<file path="src/rtl/vga_timing_pkg.sv">
// Shared 640x480 VGA timing defaults, decoder state encoding and counter helpers.
package vga_timing_pkg;

  localparam int DEF_H_SYNC   = 96;
  localparam int DEF_H_BP     = 48;
  localparam int DEF_H_ACTIVE = 640;
  localparam int DEF_H_FP     = 16;
  localparam int DEF_V_SYNC   = 2;
  localparam int DEF_V_BP     = 33;
  localparam int DEF_V_ACTIVE = 480;
  localparam int DEF_V_FP     = 10;

  localparam int DEF_H_TOTAL = DEF_H_SYNC + DEF_H_BP + DEF_H_ACTIVE + DEF_H_FP;
  localparam int DEF_V_TOTAL = DEF_V_SYNC + DEF_V_BP + DEF_V_ACTIVE + DEF_V_FP;
  localparam int DEF_H_START = DEF_H_SYNC + DEF_H_BP;
  localparam int DEF_V_START = DEF_V_SYNC + DEF_V_BP;

  localparam logic [9:0] CNT_MAX = 10'd1023;

  typedef enum logic [1:0] {
    SEARCH  = 2'd0,
    MEASURE = 2'd1,
    LOCKED  = 2'd2
  } sync_state_t;

  // Position/line counters stick at CNT_MAX so a lost sync never wraps into the visible area.
  function automatic logic [9:0] sat_inc(input logic [9:0] v);
    return (v == CNT_MAX) ? v : v + 10'd1;
  endfunction

endpackage

</file>
<file path="src/rtl/vga_edge_det.sv">
// One-bit sample register with a falling-edge pulse; the register only advances when en is high.
module vga_edge_det #(
  parameter logic RESET_VAL = 1'b1
)(
  input  logic clk,
  input  logic rst,
  input  logic en,
  input  logic d,
  output logic fall
);

  logic q;

  always_ff @(posedge clk or negedge rst) begin
    if (!rst) begin
      q <= RESET_VAL;
    end else if (en) begin
      q <= d;
    end
  end

  assign fall = en & q & ~d;

endmodule

</file>
<file path="src/rtl/vga_sync_decoder.sv">
// Recovers pixel coordinates, display enable and frame strobes from incoming H/V sync,
// and tracks lock by checking line and frame lengths.
module vga_sync_decoder
  import vga_timing_pkg::*;
#(
  parameter int H_SYNC      = DEF_H_SYNC,
  parameter int H_BP        = DEF_H_BP,
  parameter int H_ACTIVE    = DEF_H_ACTIVE,
  parameter int H_FP        = DEF_H_FP,
  parameter int V_SYNC      = DEF_V_SYNC,
  parameter int V_BP        = DEF_V_BP,
  parameter int V_ACTIVE    = DEF_V_ACTIVE,
  parameter int V_FP        = DEF_V_FP,
  parameter int LOCK_FRAMES = 2
)(
  input  logic       clk,
  input  logic       rst,
  input  logic       H_sync,
  input  logic       V_sync,
  output logic [9:0] col_count,
  output logic [9:0] row_count,
  output logic       de,
  output logic       frame_start,
  output logic       locked,
  output logic       sync_err
);

  localparam int H_TOTAL = H_SYNC + H_BP + H_ACTIVE + H_FP;
  localparam int V_TOTAL = V_SYNC + V_BP + V_ACTIVE + V_FP;
  localparam int H_START = H_SYNC + H_BP;
  localparam int V_START = V_SYNC + V_BP;

  localparam logic [10:0] H_TOTAL_L = 11'(H_TOTAL);
  localparam logic [10:0] V_TOTAL_L = 11'(V_TOTAL);
  localparam logic [9:0]  H_FIRST   = 10'(H_START);
  localparam logic [9:0]  H_LAST    = 10'(H_START + H_ACTIVE - 1);
  localparam logic [9:0]  V_FIRST   = 10'(V_START);
  localparam logic [9:0]  V_LAST    = 10'(V_START + V_ACTIVE - 1);

  localparam int           GW     = $clog2(LOCK_FRAMES + 1);
  localparam logic [GW-1:0] LOCK_N = GW'(LOCK_FRAMES);

  sync_state_t state;
  logic [GW-1:0] good;
  logic [9:0]    hcnt, vcnt;
  logic          first_h, acc_bad;

  logic          h_edge, v_edge;
  logic [9:0]    p_now, v_now;
  logic [10:0]   hlen, vlen;
  logic          line_bad, sat_hit, frame_bad, bad_now, frame_ok;
  logic          vis, stay_locked;

  vga_edge_det #(.RESET_VAL(1'b1)) u_h_edge (
    .clk  (clk),
    .rst  (rst),
    .en   (1'b1),
    .d    (H_sync),
    .fall (h_edge)
  );

  // V_sync is only meaningful at line boundaries, so its sample advances on H edges.
  vga_edge_det #(.RESET_VAL(1'b1)) u_v_edge (
    .clk  (clk),
    .rst  (rst),
    .en   (h_edge),
    .d    (V_sync),
    .fall (v_edge)
  );

  always_comb begin
    p_now = h_edge ? 10'd0 : sat_inc(hcnt);
    v_now = v_edge ? 10'd0 : (h_edge ? sat_inc(vcnt) : vcnt);
    hlen  = {1'b0, hcnt} + 11'd1;
    vlen  = {1'b0, vcnt} + 11'd1;

    line_bad  = h_edge && !first_h && (hlen != H_TOTAL_L);
    sat_hit   = !h_edge && (hcnt == CNT_MAX - 10'd1);
    frame_bad = v_edge && (vlen != V_TOTAL_L);
    bad_now   = line_bad | sat_hit | frame_bad;
    frame_ok  = !(acc_bad | bad_now);

    vis = (p_now >= H_FIRST) && (p_now <= H_LAST) &&
          (v_now >= V_FIRST) && (v_now <= V_LAST);

    // Lock status for the cycle being registered: drives locked, de and the coordinates together.
    stay_locked = ((state == LOCKED) && !bad_now) ||
                  ((state == MEASURE) && v_edge && frame_ok && (good == LOCK_N - GW'(1)));
  end

  always_ff @(posedge clk or negedge rst) begin
    if (!rst) begin
      state       <= SEARCH;
      good        <= '0;
      hcnt        <= '0;
      vcnt        <= '0;
      first_h     <= 1'b1;
      acc_bad     <= 1'b0;
      col_count   <= '0;
      row_count   <= '0;
      de          <= 1'b0;
      frame_start <= 1'b0;
      locked      <= 1'b0;
      sync_err    <= 1'b0;
    end else begin
      hcnt        <= p_now;
      vcnt        <= v_now;
      frame_start <= v_edge;
      sync_err    <= 1'b0;
      locked      <= stay_locked;
      de          <= stay_locked && vis;
      col_count   <= (stay_locked && vis) ? p_now - H_FIRST : 10'd0;
      row_count   <= (stay_locked && vis) ? v_now - V_FIRST : 10'd0;
      if (h_edge) first_h <= 1'b0;

      case (state)
        SEARCH: begin
          if (v_edge) begin
            state   <= MEASURE;
            good    <= '0;
            acc_bad <= 1'b0;
          end
        end
        MEASURE: begin
          if (v_edge) begin
            acc_bad <= 1'b0;
            if (!frame_ok) begin
              good <= '0;
            end else if (good == LOCK_N - GW'(1)) begin
              good  <= LOCK_N;
              state <= LOCKED;
            end else begin
              good <= good + GW'(1);
            end
          end else if (bad_now) begin
            acc_bad <= 1'b1;
          end
        end
        LOCKED: begin
          if (bad_now) begin
            state    <= SEARCH;
            sync_err <= 1'b1;
            first_h  <= 1'b1;
          end
        end
        default: state <= SEARCH;
      endcase
    end
  end

endmodule
</file>
<file path="config.mk">
export PLATFORM = sky130hd
export DESIGN_NAME = vga_sync_decoder
export DESIGN_NICKNAME = d
export VERILOG_FILES = /design/src/rtl/vga_timing_pkg.sv /design/src/rtl/vga_edge_det.sv /design/src/rtl/vga_sync_decoder.sv
export SDC_FILE = /design/constraint.sdc
export NUM_CORES = 1
export LEC_CHECK = 0
export ABC_AREA = 1
export BUFFER_PORTS_ARGS = -buffer_cell sky130_fd_sc_hd__buf_2
export CORE_UTILIZATION = 37
export DETAILED_ROUTE_END_ITERATION = 16
export SETUP_SLACK_MARGIN = 0.1
export SYNTH_ARGS = -nofsm -noshare
export SYNTH_HDL_FRONTEND = slang
export SYNTH_SLANG_ARGS = --single-unit
</file>
<file path="constraint.sdc">
create_clock -name clk -period 3.7 [get_ports clk]
set_input_delay 0.74 -clock clk [delete_from_list [all_inputs] [get_ports clk]]
set_output_delay 0.74 -clock clk [all_outputs]
set_load 0.005 [all_outputs]
</file>
==> results of run 1 <==
## registers in the layout, summed over array words and instances (netlist names)
signal and cells:
u_h_edge.q 1, good 2, state 2, acc_bad 1
col_count 10, hcnt 10, locked 1, frame_start 1
row_count 10, u_v_edge.q 1, first_h 1, vcnt 10
de 1, sync_err 1
## logic make-up (layout without fill, tap and decap cells)
| family | Yosys count | in the layout | share of synthesized area (%) |
|---|---|---|---|
| AND/OR/NAND/NOR | 227 | 227 | 36.56 |
| buffers and inverters | 68 | 100 | 9.303 |
| flip-flops | 52 | 52 | 42.75 |
| AO/OA/AOI/OAI | 25 | 25 | 4.427 |
| adder cells (fa/ha/maj) | 10 | 10 | 4.098 |
| XOR/XNOR | 10 | 10 | 2.869 |
## layer usage
layer / GRT usage (%) / up-vias
li1: - / 1257
met1: 19.52 / 1093
met2: 27.70 / 35
met3: 2.545 / 8
met4: 4.487 / 0
met5: 0 / -
## worst max-delay path: cells and delay by family (launching register included)
family | cells | cell delay (ns)
and+or+nand+nor | 10 | 1.16
buffers and inverters | 3 | 0.45
adders and majority gates | 2 | 0.44
DFF | 1 | 0.42
AOI/OAI and AO/OA | 2 | 0.40
## power by group through the flow
stage | logic [mW] | registers, mW | clock network (mW)
global placement | 0.488 | 0.717 | 0
floorplan | 0.406 | 0.692 | 0
finish | 0.491 | 0.708 | 0.411
global route | 0.565 | 0.718 | 0.443
detailed placement | 0.492 | 0.717 | 0
CTS | 0.496 | 0.707 | 0.421
## layout make-up
type / count / area share [%]
clock buffer: 6 / 2.413
clock inverter: 2 / 1.133
inverter: 63 / 7.057
multi-input combinational: 272 / 42.78
sequential: 52 / 38.14
tap: 102 / 3.729
timing repair buffer: 29 / 4.753
## layout by cell type (no fill, tap or decap), types with 2 or more instances in the layout
| cell | n |
|---|---|
| a21oi_1 | 10 |
| buf_2 | 27 |
| clkbuf_8 | 6 |
| dfrtp_1 | 49 |
| dfstp_2 | 3 |
| ha_1 | 10 |
| inv_1 | 56 |
| inv_2 | 5 |
| inv_4 | 2 |
| nand2_1 | 103 |
| nand2_2 | 9 |
| nand2_4 | 4 |
| nand3_1 | 26 |
| nand3_2 | 2 |
| nand3_4 | 2 |
| nand3b_1 | 2 |
| nand4_1 | 7 |
| nor2_1 | 38 |
| nor2_2 | 28 |
| nor2_4 | 3 |
| o21ai_0 | 6 |
| o21ai_1 | 5 |
| xnor2_1 | 3 |
| xor2_1 | 7 |
## final timing paths
check                                  start                     end  slack [ns]  cells after the start
setup reg to reg           hcnt[1]$_DFF_PN0_  row_count[1]$_DFF_PN0_        0.75                     17
setup / recovery           hcnt[1]$_DFF_PN0_  row_count[1]$_DFF_PN0_        0.75                     17
max in group asynchronous                rst       first_h$_DFF_PN1_        2.38                      2
hold / removal             first_h$_DFF_PN1_       first_h$_DFF_PN1_        0.48                      2
min in group asynchronous                rst       vcnt[6]$_DFF_PN0_        0.53                      1
hold reg to reg            first_h$_DFF_PN1_       first_h$_DFF_PN1_        0.48                      2
## Yosys cell counts (all sizes together)
cell type and number:
nor2 70, a22oi 1, nand3 30, or2 2, xnor2 3, o21ai 11
nand4 7, buf 4, nand2 116, o22ai 1, xor2 7, nand3b 2
o21bai 1, ha 10, inv 63, clkbuf 1, a21oi 11, dfrtp 49
dfstp 3
## metrics by stage
stage          area [um^2]  setup slack (ns)  hold slack, ns  std cells  util [%]
2_1_floorplan         3053             1.231          0.4444        392         -
4_1_cts               3422            0.7071          0.4781        526     43.61
5_1_grt               3422            0.3710          0.4854        526     43.61
3_5_place_dp          3301            0.5245          0.4628        518     42.06
6_report              3422            0.7507          0.4750        526     43.61
3_3_place_gp          3301            0.6039          0.4610        518     42.06
==> metrics.txt, run 1 <==
H-tree Lvls=2; DR WL met2=2933 um; worst hold path type=reg2reg; clk_skew=0.007091 ns; DRT Pass-1 Iters=4; status=completed; pwr/cell area=470.5 nW/um^2; Syn Nets=406; Total Power=1.610 mW; Sink Count=52; Synth Area per Inst=7.788 um^2; period utilisation layout=79.71%; NetSw=0.5911 mW; MaxCap Viol Count=0; Tot GR Track Use=15.66%; Worst-path clk slew=0.09 ns; Antenna Diode Count=0; metal3 WL=183 um; Startpoint Class=flip-flop; DRC Markers=0; Logic pwr share=30.5%; vias=2,393; CP Cell Sequence=ha_1 -> nand2_1 -> nor2_2 -> nand3_2 -> a21oi_1 -> inv_1 -> ha_1 -> inv_1 -> o21ai_1 -> nand2_1 -> nor2_1 -> nand2_1 -> nand2_1 -> nor2_2 -> nand2_2 -> buf_12 -> nor2_2; Critical Path Max Stage Delay=0.42 ns; Netlist cell types=32; area occupied by multi-input gates=1464 um^2; Starting Density=38.90%; CP max-delay cell=dfrtp_1; Worst-Skew Late Latency=0.30 ns; met1 WL=2871 um; Slew HR=45.20%; Post-CTS Setup Bufs=0; Final Hold Violating Endpoints=0; TritonCTS buffer count=5; max layer used=met4; CP endpoint kind=flip-flop; Final Max Slew Viols=0; clock root buffer master=clkbuf_8; P_leak=1.907 nW; area leader, netlist=dfrtp_1; vias in the first global route=2,379; die area=8618 um^2; worst-margin pin slew=0.8220 ns; I/O pin count=28; layout cells sized above 1=23.11%; post-synth top area share=40.16%; Final HPWL DP=4684 um; total congestion overflow=0; worst vdd ir=200.8 uV; first-pass GRT wire length=10,710 um; P&R area growth vs syn=12.09%; per-cell routed wire length=11.53 um; Detailed Route Iter0 Violations=92; CTS tree=done; Final ANT Viol Nets=0; CP arrival=3.19 ns; Total Routed Length=6064 um; Die Height=92.84 um; yosys synthesis warning count=0; clock network fraction of total power=25.5%; CTS Buffer Depth=2; internal power=1.019 mW; # setup viols final=0; CP max FO=11; Final min period=2.949 ns; pin count of the biggest net entering global routing=38; CP most frequent cell=nand2_1; Port Buf Inserts=27; synthesized area=3053 um^2; Rows=32; initial antenna violation count=0; Fillers=820; Hold Buf Count CTS=0; Nets=437; #FFs+latches synth=52; die width=92.84 um; fmax=339.1 MHz; global placer's final weighted congestion=0.8478; synthesized instance count=392; core area=7848 um^2; RSZ-0062 raised after global routing=no; register area=1305 um^2; # resized after CTS=0; Reg power frac=44.0%; CP required=3.94 ns; Fin Setup TNS=0 ns; Synth area leaders=dfrtp_1, nand2_1, inv_1; WS Path Type=reg2reg; sequential fraction of the synthesis area=42.75%; routed vias/inst=4.549; Sw Share=36.71%
(Power assumes the default switching activity.)
==> inputs of run 2 (changes only) <==
- clock period: 3.7 -> 2.86 ns (I/O delays scaled with it)
==> run 2 against run 1 <==
Critical path depth grew 3. Register-to-register slack worse by 0.45 ns. Count of clock-buffer cells in the layout fell by 1. Final cell count grew 1.9%. Clock power is 30% higher. Non-clock buffer count up 10. Global-route usage did not move. Die area is the same. Power is 32% higher. Setup slack got worse by 0.45 ns. Maximum frequency rose by 15%. Critical endpoint is now col_count[2]$_DFF_PN0_. Largest cell class unchanged.
==> metrics.txt, run 2 (synthesized netlist as in run 1, its figures left out) <==
worst-margin pin slew=0.6224 ns; most frequent cells in the layout=nand2_1, inv_1, dfrtp_1; Critical Path Max Stage Delay=0.41 ns; core area=7848 um^2; Hold Buf Count CTS=0; TritonCTS buffer count=5; CP required=3.07 ns; clk_skew=0.007367 ns; Final Hold Violating Endpoints=0; CP arrival=2.77 ns; Startpoint Class=flip-flop; per-cell routed wire length=11.63 um; CTS tree=done; Nets=447; Worst-path clk slew=0.11 ns; Detailed Route Iter0 Violations=76; CP most frequent cell=nand2_1; clock root buffer master=clkbuf_8; Slew HR=58.51%; P_leak=1.951 nW; FF-to-FF path depth=20; Total Power=2.130 mW; Sink Count=52; r2r setup slk=0.30 ns; die width=92.84 um; Final min period=2.559 ns; Final Max Slew Viols=0; commonest non-fill, non-tap cell in the layout=nand2_1; Final HPWL DP=4708 um; RSZ-0062 raised after global routing=no; worst vdd ir=262.1 uV; Antenna Diode Count=0; DRC Markers=0; vias=2,501; first-pass GRT wire length=10,700 um; Final ANT Viol Nets=0; Starting Density=38.90%; Final Hold Slack=0.2643 ns; WS Path Type=reg2reg; worst path bufs/invs=3; Worst-Skew Late Latency=0.31 ns; DRT Pass-1 Iters=4; worst hold path type=in2async; fmax=390.8 MHz; Tot GR Track Use=15.66%; H-tree Lvls=2; CP max FO=10; global placer's final weighted congestion=0.8653; total congestion overflow=0; Total Routed Length=6231 um; Die Height=92.84 um; layout cells sized above 1=26.73%; Fin Setup TNS=0 ns; CP top delay family=simple AND/OR/NAND/NOR gates; routed vias/inst=4.666; CP endpoint kind=flip-flop; P&R area growth vs syn=16.39%; MaxCap Viol Count=0; CP Cell Sequence=ha_4 -> nand2_2 -> nor2_4 -> nand3_4 -> nand2_8 -> inv_4 -> nand2_1 -> nand2_1 -> inv_1 -> nor2_4 -> ha_1 -> nor2_2 -> nand2_4 -> nand2_2 -> nand2_1 -> nand2_1 -> nor2_2 -> nand2_2 -> buf_6 -> nor2_2; I/O pin count=28; vias in the first global route=2,374; initial antenna violation count=0; CTS Buffer Depth=2; die area=8618 um^2; status=completed; pwr/cell area=599.3 nW/um^2; pin count of the biggest net entering global routing=28; Rows=32; CP max-delay cell=dfrtp_1; # setup viols final=0; period utilisation layout=89.48%; Port Buf Inserts=27; Critical Path Stages=20
## run 2: changes by cell type in the layout (fill, tap and decap cells not counted), moves of 2 or more
cell / delta
nor2_1: -2
buf_4: +8
buf_6: +2
dfrtp_2: +2
dfrtp_1: -2
nor2_4: +2
ha_1: -2
## run 2: through the flow
stage	instances	worst slack (ns)	utilization [%]	instance area (um^2)
after floorplan	392	0.5329	-	3053
after global placement	522	0.1955	42.44	3331
after detailed placement	522	0.07260	42.44	3331
after CTS	530	0.1021	43.94	3448
after global routing	536	0.09808	45.28	3553
final	536	0.3008	45.28	3553
## run 2: metal layers
| metal | share of wire, % | track usage, % | vias up |
|---|---|---|---|
| met3 | 2.9 | 3.038 | 11 |
| li1 | - | - | 1280 |
| met4 | 2.0 | 5.128 | 0 |
| met2 | 49 | 27.57 | 34 |
| met1 | 46 | 19.06 | 1176 |
| met5 | 0 | 0 | - |
## run 2: what timing repair did
item,CTS,global route
endpoints found under the setup margin,20,21
resized for setup,1,14
pin swaps,0,5
setup buffers,0,6
## run 2: path summary, 6_finish.rpt
path | from | endpoint
min in group clk | H_sync | u_h_edge.q$_DFF_PN1_
max in group asynchronous | rst | u_v_edge.q$_DFFE_PN1N_
min | rst | col_count[8]$_DFF_PN0_
min reg2reg | first_h$_DFF_PN1_ | first_h$_DFF_PN1_
max reg2reg | vcnt[0]$_DFF_PN0_ | col_count[2]$_DFF_PN0_
max | vcnt[0]$_DFF_PN0_ | col_count[2]$_DFF_PN0_
## run 2: report_power, final
| part | internal, mW | total, mW | leakage (nW) | switching [mW] |
|---|---|---|---|---|
| Combinational | 0.239 | 0.679 | 1.21 | 0.440 |
| Sequential | 0.822 | 0.916 | 0.682 | 0.0946 |
| Clock | 0.266 | 0.534 | 0.0600 | 0.268 |
## run 2: final cells by class
class | count | area [um^2]
multi-input combinational | 272 | 1516
tap | 102 | 127.6
clock buffer | 5 | 68.82
timing repair buffer | 39 | 245.2
sequential | 52 | 1308
clock inverter | 3 | 46.29
fill | 803 | 4294
inverter | 63 | 241.5
